File: src/rtl/tensor_replay_buffer_if.sv
// Beat-level handshake bundle for the tensor replay buffer.
// The slave side is the buffer; the master side is the producer/consumer.
interface tensor_replay_buffer_if #(
   parameter int DATA_WIDTH = 16,
   parameter int IN_NUM     = 4,
   parameter int REPEAT     = 2
);
   localparam int PASS_W = (REPEAT > 1) ? $clog2(REPEAT) : 1;

   logic [DATA_WIDTH-1:0] data_in [IN_NUM];
   logic                  data_in_valid;
   logic                  data_in_ready;
   logic [DATA_WIDTH-1:0] data_out [IN_NUM];
   logic                  data_out_valid;
   logic                  data_out_ready;
   logic                  data_out_last;
   logic [PASS_W-1:0]     data_out_pass;

   modport slave (
      input  data_in, data_in_valid, data_out_ready,
      output data_in_ready, data_out, data_out_valid,
      output data_out_last, data_out_pass
   );

   modport master (
      output data_in, data_in_valid, data_out_ready,
      input  data_in_ready, data_out, data_out_valid,
      input  data_out_last, data_out_pass
   );
endinterface

File: src/rtl/tensor_replay_buffer.sv
// Stores one DEPTH-beat tensor, then replays it REPEAT times.
// Input is back-pressured while the stored tensor drains.
module tensor_replay_buffer #(
   parameter int DATA_WIDTH = 16,
   parameter int IN_NUM     = 4,
   parameter int DEPTH      = 4,
   parameter int REPEAT     = 2
) (
   input  logic                 clk,
   input  logic                 rst,
   tensor_replay_buffer_if.slave bus
);
   localparam int PW     = (DEPTH > 1) ? $clog2(DEPTH) : 1;
   localparam int PASS_W = (REPEAT > 1) ? $clog2(REPEAT) : 1;

   typedef enum logic {FILL, DRAIN} state_t;

   state_t              state;
   logic [PW-1:0]       wr_ptr;
   logic [PW-1:0]       rd_ptr;
   logic [PASS_W-1:0]   pass;
   logic                in_ready_q;
   logic                out_valid_q;
   logic                last_q;
   logic [DATA_WIDTH-1:0] mem [DEPTH][IN_NUM];

   logic in_xfer;
   logic out_xfer;

   assign in_xfer  = in_ready_q & bus.data_in_valid;
   assign out_xfer = out_valid_q & bus.data_out_ready;

   assign bus.data_in_ready  = in_ready_q;
   assign bus.data_out_valid = out_valid_q;
   assign bus.data_out_last  = last_q;
   assign bus.data_out_pass  = pass;
   assign bus.data_out       = mem[rd_ptr];

   always_ff @(posedge clk) begin
      if (in_xfer) begin
         mem[wr_ptr] <= bus.data_in;
      end
   end

   // in_ready_q stays low in reset and rises on the first edge after release.
   always_ff @(posedge clk or negedge rst) begin
      if (!rst) begin
         state       <= FILL;
         wr_ptr      <= '0;
         rd_ptr      <= '0;
         pass        <= '0;
         in_ready_q  <= 1'b0;
         out_valid_q <= 1'b0;
         last_q      <= 1'b0;
      end else begin
         unique case (state)
            FILL: begin
               in_ready_q <= 1'b1;
               if (in_xfer) begin
                  if (wr_ptr == PW'(DEPTH - 1)) begin
                     wr_ptr      <= '0;
                     state       <= DRAIN;
                     in_ready_q  <= 1'b0;
                     out_valid_q <= 1'b1;
                     last_q      <= (DEPTH == 1);
                  end else begin
                     wr_ptr <= wr_ptr + PW'(1);
                  end
               end
            end
            DRAIN: begin
               if (out_xfer) begin
                  if (rd_ptr == PW'(DEPTH - 1)) begin
                     rd_ptr <= '0;
                     last_q <= (DEPTH == 1);
                     if (pass == PASS_W'(REPEAT - 1)) begin
                        pass        <= '0;
                        state       <= FILL;
                        out_valid_q <= 1'b0;
                        last_q      <= 1'b0;
                        in_ready_q  <= 1'b1;
                     end else begin
                        pass <= pass + PASS_W'(1);
                     end
                  end else begin
                     rd_ptr <= rd_ptr + PW'(1);
                     last_q <= (rd_ptr == PW'(DEPTH - 2));
                  end
               end
            end
            default: state <= FILL;
         endcase
      end
   end
endmodule

File: src/flat_wrapper.sv
// flat-port wrapper written by rule: the top's interface ports become plain ports
module tensor_replay_buffer_flat 
#(
   parameter int DATA_WIDTH = 16,
   parameter int IN_NUM     = 4,
   parameter int DEPTH      = 4,
   parameter int REPEAT     = 2
)
  (clk, rst, bus_data_in, bus_data_in_valid, bus_data_out_ready, bus_data_in_ready, bus_data_out, bus_data_out_valid, bus_data_out_last, bus_data_out_pass);
  tensor_replay_buffer_if #(.DATA_WIDTH(DATA_WIDTH), .IN_NUM(IN_NUM), .REPEAT(REPEAT)) bus_i ();
  input  logic clk;
  input  logic rst;
  input wire logic [$bits(bus_i.data_in)-1:0] bus_data_in;
  input wire logic [$bits(bus_i.data_in_valid)-1:0] bus_data_in_valid;
  input wire logic [$bits(bus_i.data_out_ready)-1:0] bus_data_out_ready;
  output wire logic [$bits(bus_i.data_in_ready)-1:0] bus_data_in_ready;
  output wire logic [$bits(bus_i.data_out)-1:0] bus_data_out;
  output wire logic [$bits(bus_i.data_out_valid)-1:0] bus_data_out_valid;
  output wire logic [$bits(bus_i.data_out_last)-1:0] bus_data_out_last;
  output wire logic [$bits(bus_i.data_out_pass)-1:0] bus_data_out_pass;
  assign bus_i.data_in = {>>{bus_data_in}};
  assign bus_i.data_in_valid = bus_data_in_valid;
  assign bus_i.data_out_ready = bus_data_out_ready;
  assign bus_data_in_ready = bus_i.data_in_ready;
  assign bus_data_out = {>>{bus_i.data_out}};
  assign bus_data_out_valid = bus_i.data_out_valid;
  assign bus_data_out_last = bus_i.data_out_last;
  assign bus_data_out_pass = bus_i.data_out_pass;
  tensor_replay_buffer #(.DATA_WIDTH(DATA_WIDTH), .IN_NUM(IN_NUM), .DEPTH(DEPTH), .REPEAT(REPEAT)) u_core (.clk(clk), .rst(rst), .bus(bus_i));
endmodule
File: config.mk
export PLATFORM = sky130hd
export DESIGN_NAME = tensor_replay_buffer_flat
export DESIGN_NICKNAME = d
export VERILOG_FILES = /design/src/rtl/tensor_replay_buffer_if.sv /design/src/rtl/tensor_replay_buffer.sv /design/src/flat_wrapper.sv
export SDC_FILE = /design/constraint.sdc
export NUM_CORES = 1
export LEC_CHECK = 0
export BUFFER_PORTS_ARGS = -buffer_cell sky130_fd_sc_hd__buf_2
export CAP_MARGIN = 25
export CORE_MARGIN = 4
export CORE_UTILIZATION = 55
export DETAILED_ROUTE_END_ITERATION = 6
export PLACE_DENSITY_LB_ADDON = 0.12
export SKIP_CTS_REPAIR_TIMING = 1
export SLEW_MARGIN = 0
export SYNTH_ARGS = -nofsm -noshare
export SYNTH_HDL_FRONTEND = slang
export SYNTH_SLANG_ARGS = --single-unit
export TNS_END_PERCENT = 50
File: constraint.sdc
create_clock -name clk -period 3 [get_ports clk]
set_input_delay 0.15 -clock clk [delete_from_list [all_inputs] [get_ports clk]]
set_output_delay 0.15 -clock clk [all_outputs]
set_load 0.05 [all_outputs]
==> run metrics <==
Max clock buf depth=3; Post-DP HPWL=between 10 and 15 mm; largest net degree at the start of global routing=43; Yosys cell types=24; most numerous cell in the Yosys netlist=edfxtp_1; vias in the first global route=between 4000 and 5000; count of final setup violators=0; core box area=17300 µm²; routability cong.=about 0.75; worst skew pair latency=0.52 ns; Yosys warning count=0; CTS Sinks=between 200 and 300; GRT overflow=0; final wirelength=17.2 mm; Starting Density=56.3%; HP Class=in -> async; Overall Global Routing Usage=between 10% and 20%; #FFs+latches synth=approximately 270; crit-path cells=buf_4, mux4_2, buf_2; Synth async-reset ratio=3.40%; worst slew pin tran=0.614 ns; Clock Root Buffer=clkbuf_16; CP Max Fanout=16; largest area contributor in the netlist=edfxtp_1; H-tree Lvls=1; DRC errors left=0; Reg power frac=39.6%; max_slew headroom=59.1%; combinational power share=36.0%; synth top area cells=edfxtp_1, mux4_2, dfrtp_1; crit end category=primary output; TritonCTS clock tree=built; Antenna Diode Count=0; slowest stage delay, CP=0.63 ns; Worst-path clk slew=around 0.060 ns; Final Hold Viols=0; TritonRoute pass-1 iters=4; CTS Buf Count=28; syn_area_per_cell=between 20 and 30 µm²; P_int=approximately 0.0083 W; die area=around 20000 µm²; total of max-cap violations=0; status=complete, no violations; RSZ-0062 raised after global routing=false; num rows=48; Slew Limit Fails=0; number of I/O port buffers=135; clock power share=around a quarter; Arr. time, crit path=approximately 2.3 ns; CP startpoint kind=flip-flop; layout cells sized above 1=just over 40%; post-synthesis sequential area ratio=between 80% and 90%; period utilization=just over 80%; fmax=a little over 400 MHz; Detailed Route Iter0 Violations=242; Pwr per Cell Area=between 1000 and 1500 nW/µm²; Routed Antenna Nets=0; initial antenna violation count=1; Ports=between 100 and 150; Net Sw Frac=36.8%; Vias/cell=around 5.5; EDFF count, synth=about 260; chip width=approximately 140 µm; Setup TNS=0 ns; Most used DFF post-synth=edfxtp_1; most frequent cells after synthesis=edfxtp_1, mux4_2, dfrtp_1; P_sw=slightly below 0.005 W; leak pwr=4.27 nW; type of the worst setup path=reg -> out; post-synthesis cell count=380; area growth from synthesis to layout=26.0%; proportion of netlist area held by the largest area contributor=79.0%; WHS=roughly 0.014 ns; minimum clock period after layout=between 2 and 2.5 ns; Peak VDD IR=0.000707 V; Post-Syn Area=between 9000 and 10000 µm²; Vias=~4700; Mapped Nets=454; Slowest cell on crit path=dfrtp_4; drt wl/cell=just over 20 µm; first-pass GRT wire length=roughly 26 mm; die height=between 100 and 150 µm; Critical Path RT=~2.9 ns; fin nets=approximately 680; Worst Skew=0.00490 ns
## worst paths after layout
path                       slack, ns  depth (start not counted)                               endpoint                                  from
setup reg to reg                1.12                          4            u_core.mem[0][26]$_DFFE_PP_          u_core.wr_ptr[0]$_DFFE_PN0P_
setup / recovery                0.52                          3                       bus_data_out[46]          u_core.rd_ptr[0]$_DFFE_PN0P_
hold / removal                  0.01                          2  u_core.bus.data_out_valid$_DFFE_PN0P_                                   rst
hold reg to reg                 0.52                          1   u_core.bus.data_out_pass$_DFFE_PN0P_  u_core.bus.data_out_pass$_DFFE_PN0P_
min in group clk                0.05                          3                 u_core.state$_DFF_PN0_                     bus_data_in_valid
max in group asynchronous       2.77                          2           u_core.rd_ptr[0]$_DFFE_PN0P_                                   rst
## cell usage in the layout (no fill, tap or decap), drive strengths merged
| master | count |
|---|---|
| a21o | 1 |
| and3 | 4 |
| buf | 144 |
| bufinv | 1 |
| clkbuf | 39 |
| clkinv | 10 |
| dfrtp | 9 |
| dlygate4sd3 | 66 |
| edfxtp | 256 |
| ha | 6 |
| inv | 5 |
| mux2 | 1 |
| mux4 | 64 |
| nand2 | 6 |
| nand3 | 2 |
| nand4 | 1 |
| nand4b | 1 |
| nor2 | 1 |
| nor3 | 1 |
| o21a | 1 |
| o21ai | 5 |
| or4 | 1 |
| xnor2 | 1 |
## cells by family (layout without fill, tap and decap cells)
logic type      after synthesis  count (layout)  share of synthesized area (%)
compound gates                7               7                          0.411
xor+xnor                      1               1                         0.0900
fa+ha+maj                     6               6                          0.771
buf+inv                      19             265                           1.62
flops                       265             265                           81.3
mux                          65              65                           14.9
simple gates                 17              17                          0.912
## flip-flops by register name (all words and copies together) (netlist names)
signal	flops
u_core.bus.data_in_ready	1
u_core.bus.data_out_valid	1
u_core.state	1
u_core.wr_ptr	2
u_core.rd_ptr	2
u_core.mem	256
u_core.bus.data_out_pass	1
u_core.bus.data_out_last	1
## area by class of cell
type                       count  area, µm²
tap                          225        282
fill                        1095       5030
inverter                       4       15.0
multi-input combinational     96       1690
sequential                   265       7920
clock buffer                  39        803
clock inverter                12       82.6
timing repair buffer         210       1480
## critical path, delay by kind of cell, from the launching register on
family / cells / cell delay, ns
mux: 1 / 0.57
flops: 1 / 0.63
buf+inv: 2 / 0.59
## power by group through the flow
stage / registers [W] / logic, W / clock network [W]
final: 0.00522 / 0.00475 / 0.00322
after global routing: 0.00530 / 0.00501 / 0.00348
after CTS: 0.00524 / 0.00478 / 0.00331
after detailed placement: 0.00531 / 0.00478 / 0
after global placement: 0.00527 / 0.00475 / 0
after floorplan: 0.00522 / 0.00384 / 0
## per-stage QoR
stage	area (µm²)	std cells	setup WS (ns)	total power, W	utilization, %
finish	12300	851	0.518	0.0132	70.9
global route	12300	851	0.367	0.0138	70.9
CTS	11600	785	0.430	0.0133	67.1
detailed placement	10700	734	0.998	0.0101	62.0
global placement	10700	734	1.01	0.0100	62.0
floorplan	9740	380	0.228	0.00906	-
## routing by layer
| metal | GRT usage [%] | vias up | wire length [µm] |
|---|---|---|---|
| li1 | - | 2079 | - |
| met3 | 4.24 | 37 | 1100 |
| met2 | 28.1 | 147 | 8630 |
| met5 | 0 | - | 7 |
| met4 | 4.95 | 2 | 411 |
| met1 | 23.4 | 2398 | 7100 |
Power figures use the tool's default switching activity.
